### src/rtl/spike_rate_monitor.sv
// Spike rate monitor: per-window spike count and membrane peak, inter-spike
// interval tracking, and a serial readout of the latched results.
module spike_rate_monitor #(
   parameter int WINDOW_LOG2 = 8,
   parameter int ISI_W       = 12
) (
   input  logic             clk,
   input  logic             reset,
   input  logic             enable,
   input  logic             spike_in,
   input  logic [7:0]       membrane_in,
   input  logic             rd_req,
   output logic [7:0]       rate_out,
   output logic [7:0]       peak_out,
   output logic [ISI_W-1:0] isi_out,
   output logic             isi_valid,
   output logic             window_done,
   output logic             ser_data,
   output logic             ser_valid,
   output logic             ser_last
);

   localparam int SER_W = 16 + ISI_W;
   localparam int CNT_W = $clog2(SER_W);
   localparam logic [WINDOW_LOG2-1:0] WIN_MAX  = '1;
   localparam logic [ISI_W-1:0]       ISI_MAX  = '1;
   localparam logic [CNT_W-1:0]       LAST_BIT = CNT_W'(SER_W - 1);

   typedef enum logic {
      IDLE  = 1'b0,
      SHIFT = 1'b1
   } state_t;

   logic                   prev_spike;
   logic [WINDOW_LOG2-1:0] win_cnt;
   logic [7:0]             spike_cnt;
   logic [7:0]             peak;
   logic [ISI_W-1:0]       isi_cnt;
   logic                   seen_first;

   logic                   spike_event;
   logic                   terminal;
   logic [7:0]             spike_next;
   logic [7:0]             peak_next;
   logic [ISI_W-1:0]       isi_inc;

   state_t                 state;
   state_t                 state_next;
   logic [SER_W-1:0]       shift_reg;
   logic [CNT_W-1:0]       bit_cnt;
   logic                   load;

   // The terminal cycle's own spike and membrane sample are folded into the
   // latched results, so next-values are computed combinationally.
   always_comb begin
      spike_event = enable && spike_in && !prev_spike;
      terminal    = enable && (win_cnt == WIN_MAX);
      spike_next  = (spike_event && (spike_cnt != 8'hFF)) ? spike_cnt + 8'd1 : spike_cnt;
      peak_next   = (membrane_in > peak) ? membrane_in : peak;
      isi_inc     = (isi_cnt == ISI_MAX) ? isi_cnt : isi_cnt + 1'b1;
   end

   always_ff @(posedge clk) begin
      if (reset) begin
         prev_spike  <= 1'b0;
         win_cnt     <= '0;
         spike_cnt   <= 8'd0;
         peak        <= 8'd0;
         isi_cnt     <= '0;
         seen_first  <= 1'b0;
         rate_out    <= 8'd0;
         peak_out    <= 8'd0;
         isi_out     <= '0;
         isi_valid   <= 1'b0;
         window_done <= 1'b0;
      end else begin
         window_done <= terminal;
         if (enable) begin
            prev_spike <= spike_in;
            win_cnt    <= win_cnt + 1'b1;
            if (terminal) begin
               rate_out  <= spike_next;
               peak_out  <= peak_next;
               spike_cnt <= 8'd0;
               peak      <= 8'd0;
            end else begin
               spike_cnt <= spike_next;
               peak      <= peak_next;
            end
            // The first edge only arms the interval; isi_out stays 0 until a second edge.
            if (spike_event) begin
               isi_cnt    <= '0;
               seen_first <= 1'b1;
               if (seen_first) begin
                  isi_out   <= isi_inc;
                  isi_valid <= 1'b1;
               end
            end else begin
               isi_cnt <= isi_inc;
            end
         end
      end
   end

   // Readout handshake: ser_valid high marks each cycle ser_data holds a
   // snapshot bit (MSB first); ser_last accompanies only the final bit and
   // rd_req is accepted solely in IDLE.
   always_comb begin
      state_next = state;
      load       = 1'b0;
      ser_valid  = 1'b0;
      ser_data   = 1'b0;
      ser_last   = 1'b0;
      case (state)
         IDLE: begin
            if (rd_req) begin
               load       = 1'b1;
               state_next = SHIFT;
            end
         end
         SHIFT: begin
            ser_valid = 1'b1;
            ser_data  = shift_reg[SER_W-1];
            ser_last  = (bit_cnt == LAST_BIT);
            if (bit_cnt == LAST_BIT) begin
               state_next = IDLE;
            end
         end
         default: state_next = IDLE;
      endcase
   end

   // The snapshot reads the output registers before any same-cycle window latch.
   always_ff @(posedge clk) begin
      if (reset) begin
         state     <= IDLE;
         shift_reg <= '0;
         bit_cnt   <= '0;
      end else begin
         state <= state_next;
         if (load) begin
            shift_reg <= {rate_out, peak_out, isi_out};
            bit_cnt   <= '0;
         end else if (state == SHIFT) begin
            shift_reg <= shift_reg << 1;
            bit_cnt   <= bit_cnt + 1'b1;
         end
      end
   end

endmodule

### config.mk
export PLATFORM = sky130hd
export DESIGN_NAME = spike_rate_monitor
export DESIGN_NICKNAME = d
export VERILOG_FILES = /design/src/rtl/spike_rate_monitor.sv
export SDC_FILE = /design/constraint.sdc
export NUM_CORES = 1
export LEC_CHECK = 0
export CAP_MARGIN = 0
export CORE_MARGIN = 4
export CORE_UTILIZATION = 40
export DETAILED_ROUTE_END_ITERATION = 7
export GPL_ROUTABILITY_DRIVEN = 0
export GPL_TIMING_DRIVEN = 0
export SLEW_MARGIN = 20
export SYNTH_ARGS = -nofsm -noshare
export SYNTH_HDL_FRONTEND = slang
export SYNTH_SLANG_ARGS = --single-unit
### constraint.sdc
create_clock -name clk -period 2.5 [get_ports clk]
set_clock_uncertainty 0.05 [all_clocks]
set_input_delay 0.625 -clock clk [delete_from_list [all_inputs] [get_ports clk]]
set_output_delay 0.625 -clock clk [all_outputs]
set_load 0.01 [all_outputs]
==> Word-level counts from Yosys, hierarchy flattened <==
Cells that the tools add are included.
{ "word_totals": {"register_bits": 102, "input_bits": 13, "out_inout_bits": 33, "elab_cells": 49} }
{ "op_classes": {"n_addsub": 4, "n_lt_le_gt_ge": 1, "eq_ne": 4, "mux": 15, "bitwise": 1, "reduce_logical": 10} }
{ "ops": {"columns": ["operator", "n"], "rows": [
  ["$mux W28", 2],
  ["$mux W8", 4],
  ["$mux W12", 2],
  ["$add A8 B1 Y8 const B", 2],
  ["$add A12 B1 Y12 const B", 1],
  ["$eq A12 B12 Y1 const B", 1],
  ["$eq A8 B8 Y1 const B", 1],
  ["$gt A8 B8 Y1", 1],
  ["$ne A8 B8 Y1 const B", 1],
  ["$mux W1", 6],
  ["$add A5 B1 Y5 const B", 1],
  ["$eq A5 B5 Y1 const B", 1],
  ["$logic_and A1 B1 Y1", 4],
  ["$reduce_and A2 Y1", 2],
  ["$reduce_and A3 Y1", 1],
  ["$pmux W1 S2", 1],
  ["$reduce_bool A2 Y1", 1],
  ["$reduce_or A2 Y1", 1],
  ["$logic_not A1 Y1", 1],
  ["$not A1 Y1", 1]
]} }

==> Depth between registers and ports, before layout <==
{ "depth": {"ltp_word": 5, "depth_mapped": 8, "mapped_depth_nobuf": 7} }

==> Worst setup path before layout <==
Ideal clock, no wire load.
{ "synth_path": {"kind": "in2reg", "from": "input port membrane_in[1]", "to": "register peak_out[0]", "setup_time_ps": 135, "t_arrival_ps": 2040, "required_ps": 2315, "setup_slack_ps": 275, "cell_stages": 7, "n_path_buf": 1, "cell_sequence": "ha_1 nor2b_1 o211ai_1 a211oi_2 or2_1 clkbuf_1 a311oi_1"} }
{ "synth_between": {"elab_chain_cells": 2} }
{ "synth_lines": {"columns": ["element", "line_no", "text"], "rows": [
  ["start, declared", "11", "input logic [7:0] membrane_in,"],
  ["$gt A8 B8 Y1", "59", "peak_next = (membrane_in > peak) ? membrane_in : peak;"],
  ["$mux W8", "59", null],
  ["end signal, assigned", "83", "peak_out <= peak_next;"],
  ["end, declared", "14", "output logic [7:0] peak_out,"]
]} }
No other way between the ends.
A chain may end at the register's enable or synchronous reset.

==> Worst setup path after layout <==
{ "layout_path": {"from": "register state", "to": "output port ser_data"} }
{ "layout_between": {"elab_chain_cells": 1} }
{ "layout_lines": {"columns": ["element", "line_no", "text"], "rows": [
  ["start, declared", "47", "state_t state;"],
  ["start signal, assigned", "140", "state <= state_next;"],
  ["$mux W1", "114", "case (state)"],
  ["end, declared", "18", "output logic ser_data,"]
]} }
No other way between the ends.

==> results.yml <==
route:
  post_drt_wl_per_cell_um: 15.4
  firstDrtPassIters: 4
  route.detailed.drc: 0
  via_count: 4034
  drtAntennaViolNets: 0
  vias_per_cell: 5.34
  drt_iter0_drc: 197
  wirelength_um: 11600
logic_synthesis:
  yosysWarnings: 0
  synth.distinct_cells: 53
  synth-edff-count: 0
  netlist_area_um2: 4670
  synth_nets: 577
  synthArstFlopShare_pct: 0
  ys.flop_type: "dfxtp_1"
  synth-seq-cells: 102
  syn_avg_cell_area_um2: 8.47
  synth-seq-area-share_pct: 43.7
  synthCells: 552
timing:
  hold_viol: 0
  hold_slack_ns: 0.422
  rsz0062_at_grt: "no"
  worst_slew_pin_slew_ns: 0.736
  setup_tns_ns: 0
  max_freq_mhz: 419
  slew-limit-headroom_pct: 50.9
  min_period_over_period_pct: 95.6
  finalMaxSlewViolations: 0
  setup_viol: 0
  timing.final.crit_period_ns: 2.39
layout:
  fin_util_pct: 49.6
  layout_commonest_cell: "dfxtp_1"
  n_fill_cell: 1107
  design_area_um2: 5670
  drive_above_1_share_pct: 7.35
  ff_latch_area_um2: 2040
  mostFrequentLayoutCells: "101 x dfxtp_1, 99 x nor2_1, 55 x a21oi_1"
  antennaDiodeCount: 0
  multi_input_area_um2: 2450
  largest_reg_flops: 28
  syn_to_final_growth_pct: 21.2
  layout.nets: 632
die:
  coreArea_um2: 11400
  dieArea_um2: 13500
  io_pins: 46
  fp-row-count: 39
  die_w_um: 116
  start_util_pct: 40.9
  die-height_um: 116
cts:
  cts_hold_buf: 0
  cts.sinks: 102
  numCtsBuffers: 9
  clk_transition_reported_paths_ns: 0.07
  cts.path.max_buffers: 2
  ctsRootBufferMaster: "clkbuf_16"
  cts_tree: "built"
  htree_levels: 3
  worstSkewPairLatency_ns: 0.35
pwr:
  finalPower_mw: 3.51
  p_leak_nw: 2.10
  peakVddDrop_mv: 0.268
  p_per_area_nw_per_um2: 619
place:
  portBuffers: 44
  hpwl_um: 8530
  place_area_um2: 5290
critical_path:
  path_max_fanout: 11
  rrSetupSlack_ns: 0.34
  crit_chain: "clkbuf_4 -> and2_1 -> clkdlybuf4s50_1"
  critPathArrivalTime_ns: 1.71
  critPathBufInv: 2
  crit_family: "buffers and inverters"
  cp-start-kind: "flip-flop"
  required_ns: 1.82
  cp_slowest_cell: "clkdlybuf4s50_1"
  worstSetupEndpointType: "primary output"
  max_stage_delay_ns: 0.53
  crit_type: "flip-flop to primary output"
grt:
  grt_pass1_wl_um: 19800
  grt_max_degree: 19
  antenna_found_initial: 0
  globalRouteOverflowTotal: 0
  track_usage_pct: 18.6
  grt_pass1_vias: 3992
status:
  status: "finished clean"
run:
  maxCapViolCount: 0
hold_path:
  hp-class: "flip-flop to flip-flop"
==> through the flow <==
stage	setup WS (ns)	instances
finish	0.111	755
global route	0.00329	755
CTS	0.0385	756
detailed placement	-0.454	739
global placement	-0.461	739
floorplan	0.275	552
==> worst paths after layout <==
path	start	to	cells after the start
hold reg to reg	isi_valid	isi_valid	2
hold / removal	isi_valid	isi_valid	2
setup reg to reg	isi_cnt[0]	isi_out[9]	7
setup / recovery	state	ser_data	3
==> report_power, final <==
part           leakage [nW]  switching (mW)  internal (mW)
clock network         0.161           0.648          0.890
logic                  1.11           0.175          0.110
registers             0.825          0.0288           1.65
total                  2.10           0.852           2.65
==> cell usage after synthesis, drive strengths merged, types with 3 or more instances <==
| master | number | area, um^2 |
|---|---|---|
| a22o | 8 | 70.1 |
| nor3 | 12 | 65.1 |
| a211oi | 12 | 95.1 |
| o211ai | 3 | 22.5 |
| o31ai | 3 | 22.5 |
| or3 | 3 | 18.8 |
| xnor2 | 9 | 78.8 |
| clkbuf | 22 | 82.6 |
| mux2 | 3 | 33.8 |
| mux2i | 35 | 350 |
| nand2 | 34 | 128 |
| nand3 | 14 | 75.1 |
| buf | 12 | 65.1 |
| a32o | 3 | 30.0 |
| and2 | 6 | 37.5 |
| o21ai | 27 | 139 |
| a21oi | 55 | 275 |
| xor2 | 11 | 96.3 |
| ha | 12 | 150 |
| o21a | 4 | 30.0 |
| nor2 | 101 | 379 |
| dfxtp | 102 | 2040 |
| inv | 17 | 63.8 |
| nor4 | 10 | 62.6 |
| nand4 | 11 | 75.1 |
==> kinds of logic after synthesis <==
logic type               Yosys count  synth area share (%)
flip-flops                       102                  43.7
AND/OR/NAND/NOR                  206                  20.5
AO/OA/AOI/OAI                    123                  16.1
XOR/XNOR                          20                  3.75
buffers and inverters             51                  4.52
multiplexers                      38                  8.22
adder cells (fa/ha/maj)           12                  3.21
==> final cells by class <==
| cell class | instances | share of cell area (%) |
|---|---|---|
| Multi-Input combinational cell | 399 | 43.2 |
| Sequential cell | 102 | 36.1 |
| Timing Repair Buffer | 47 | 8.15 |
| Clock buffer | 9 | 3.98 |
| Tap cell | 143 | 3.16 |
| Buffer | 31 | 2.47 |
| Clock inverter | 7 | 1.83 |
| Inverter | 17 | 1.13 |
==> metal layers <==
layer | up-vias | global-route usage, % | wire (um)
met3 | 15 | 3.73 | 495
met5 | - | 0 | 0
met1 | 1899 | 24.8 | 5410
met2 | 73 | 29.8 | 5460
met4 | 0 | 7.50 | 278
li1 | 2047 | - | -
==> worst min-delay path, delay by kind of cell (launching register included) <==
| family | cells | cell delay (ns) |
|---|---|---|
| flip-flops | 1 | 0.32 |
| AND/OR/NAND/NOR | 2 | 0.12 |
==> timing repair <==
| action | 4_1_cts | 5_1_grt |
|---|---|---|
| setup buffers | 2 | 1 |
| setup endpoints to repair | 18 | 10 |
| pin swaps | 2 | 2 |
| gates resized for setup | 9 | 2 |
Note: power is estimated with default switching activity, not from simulation.
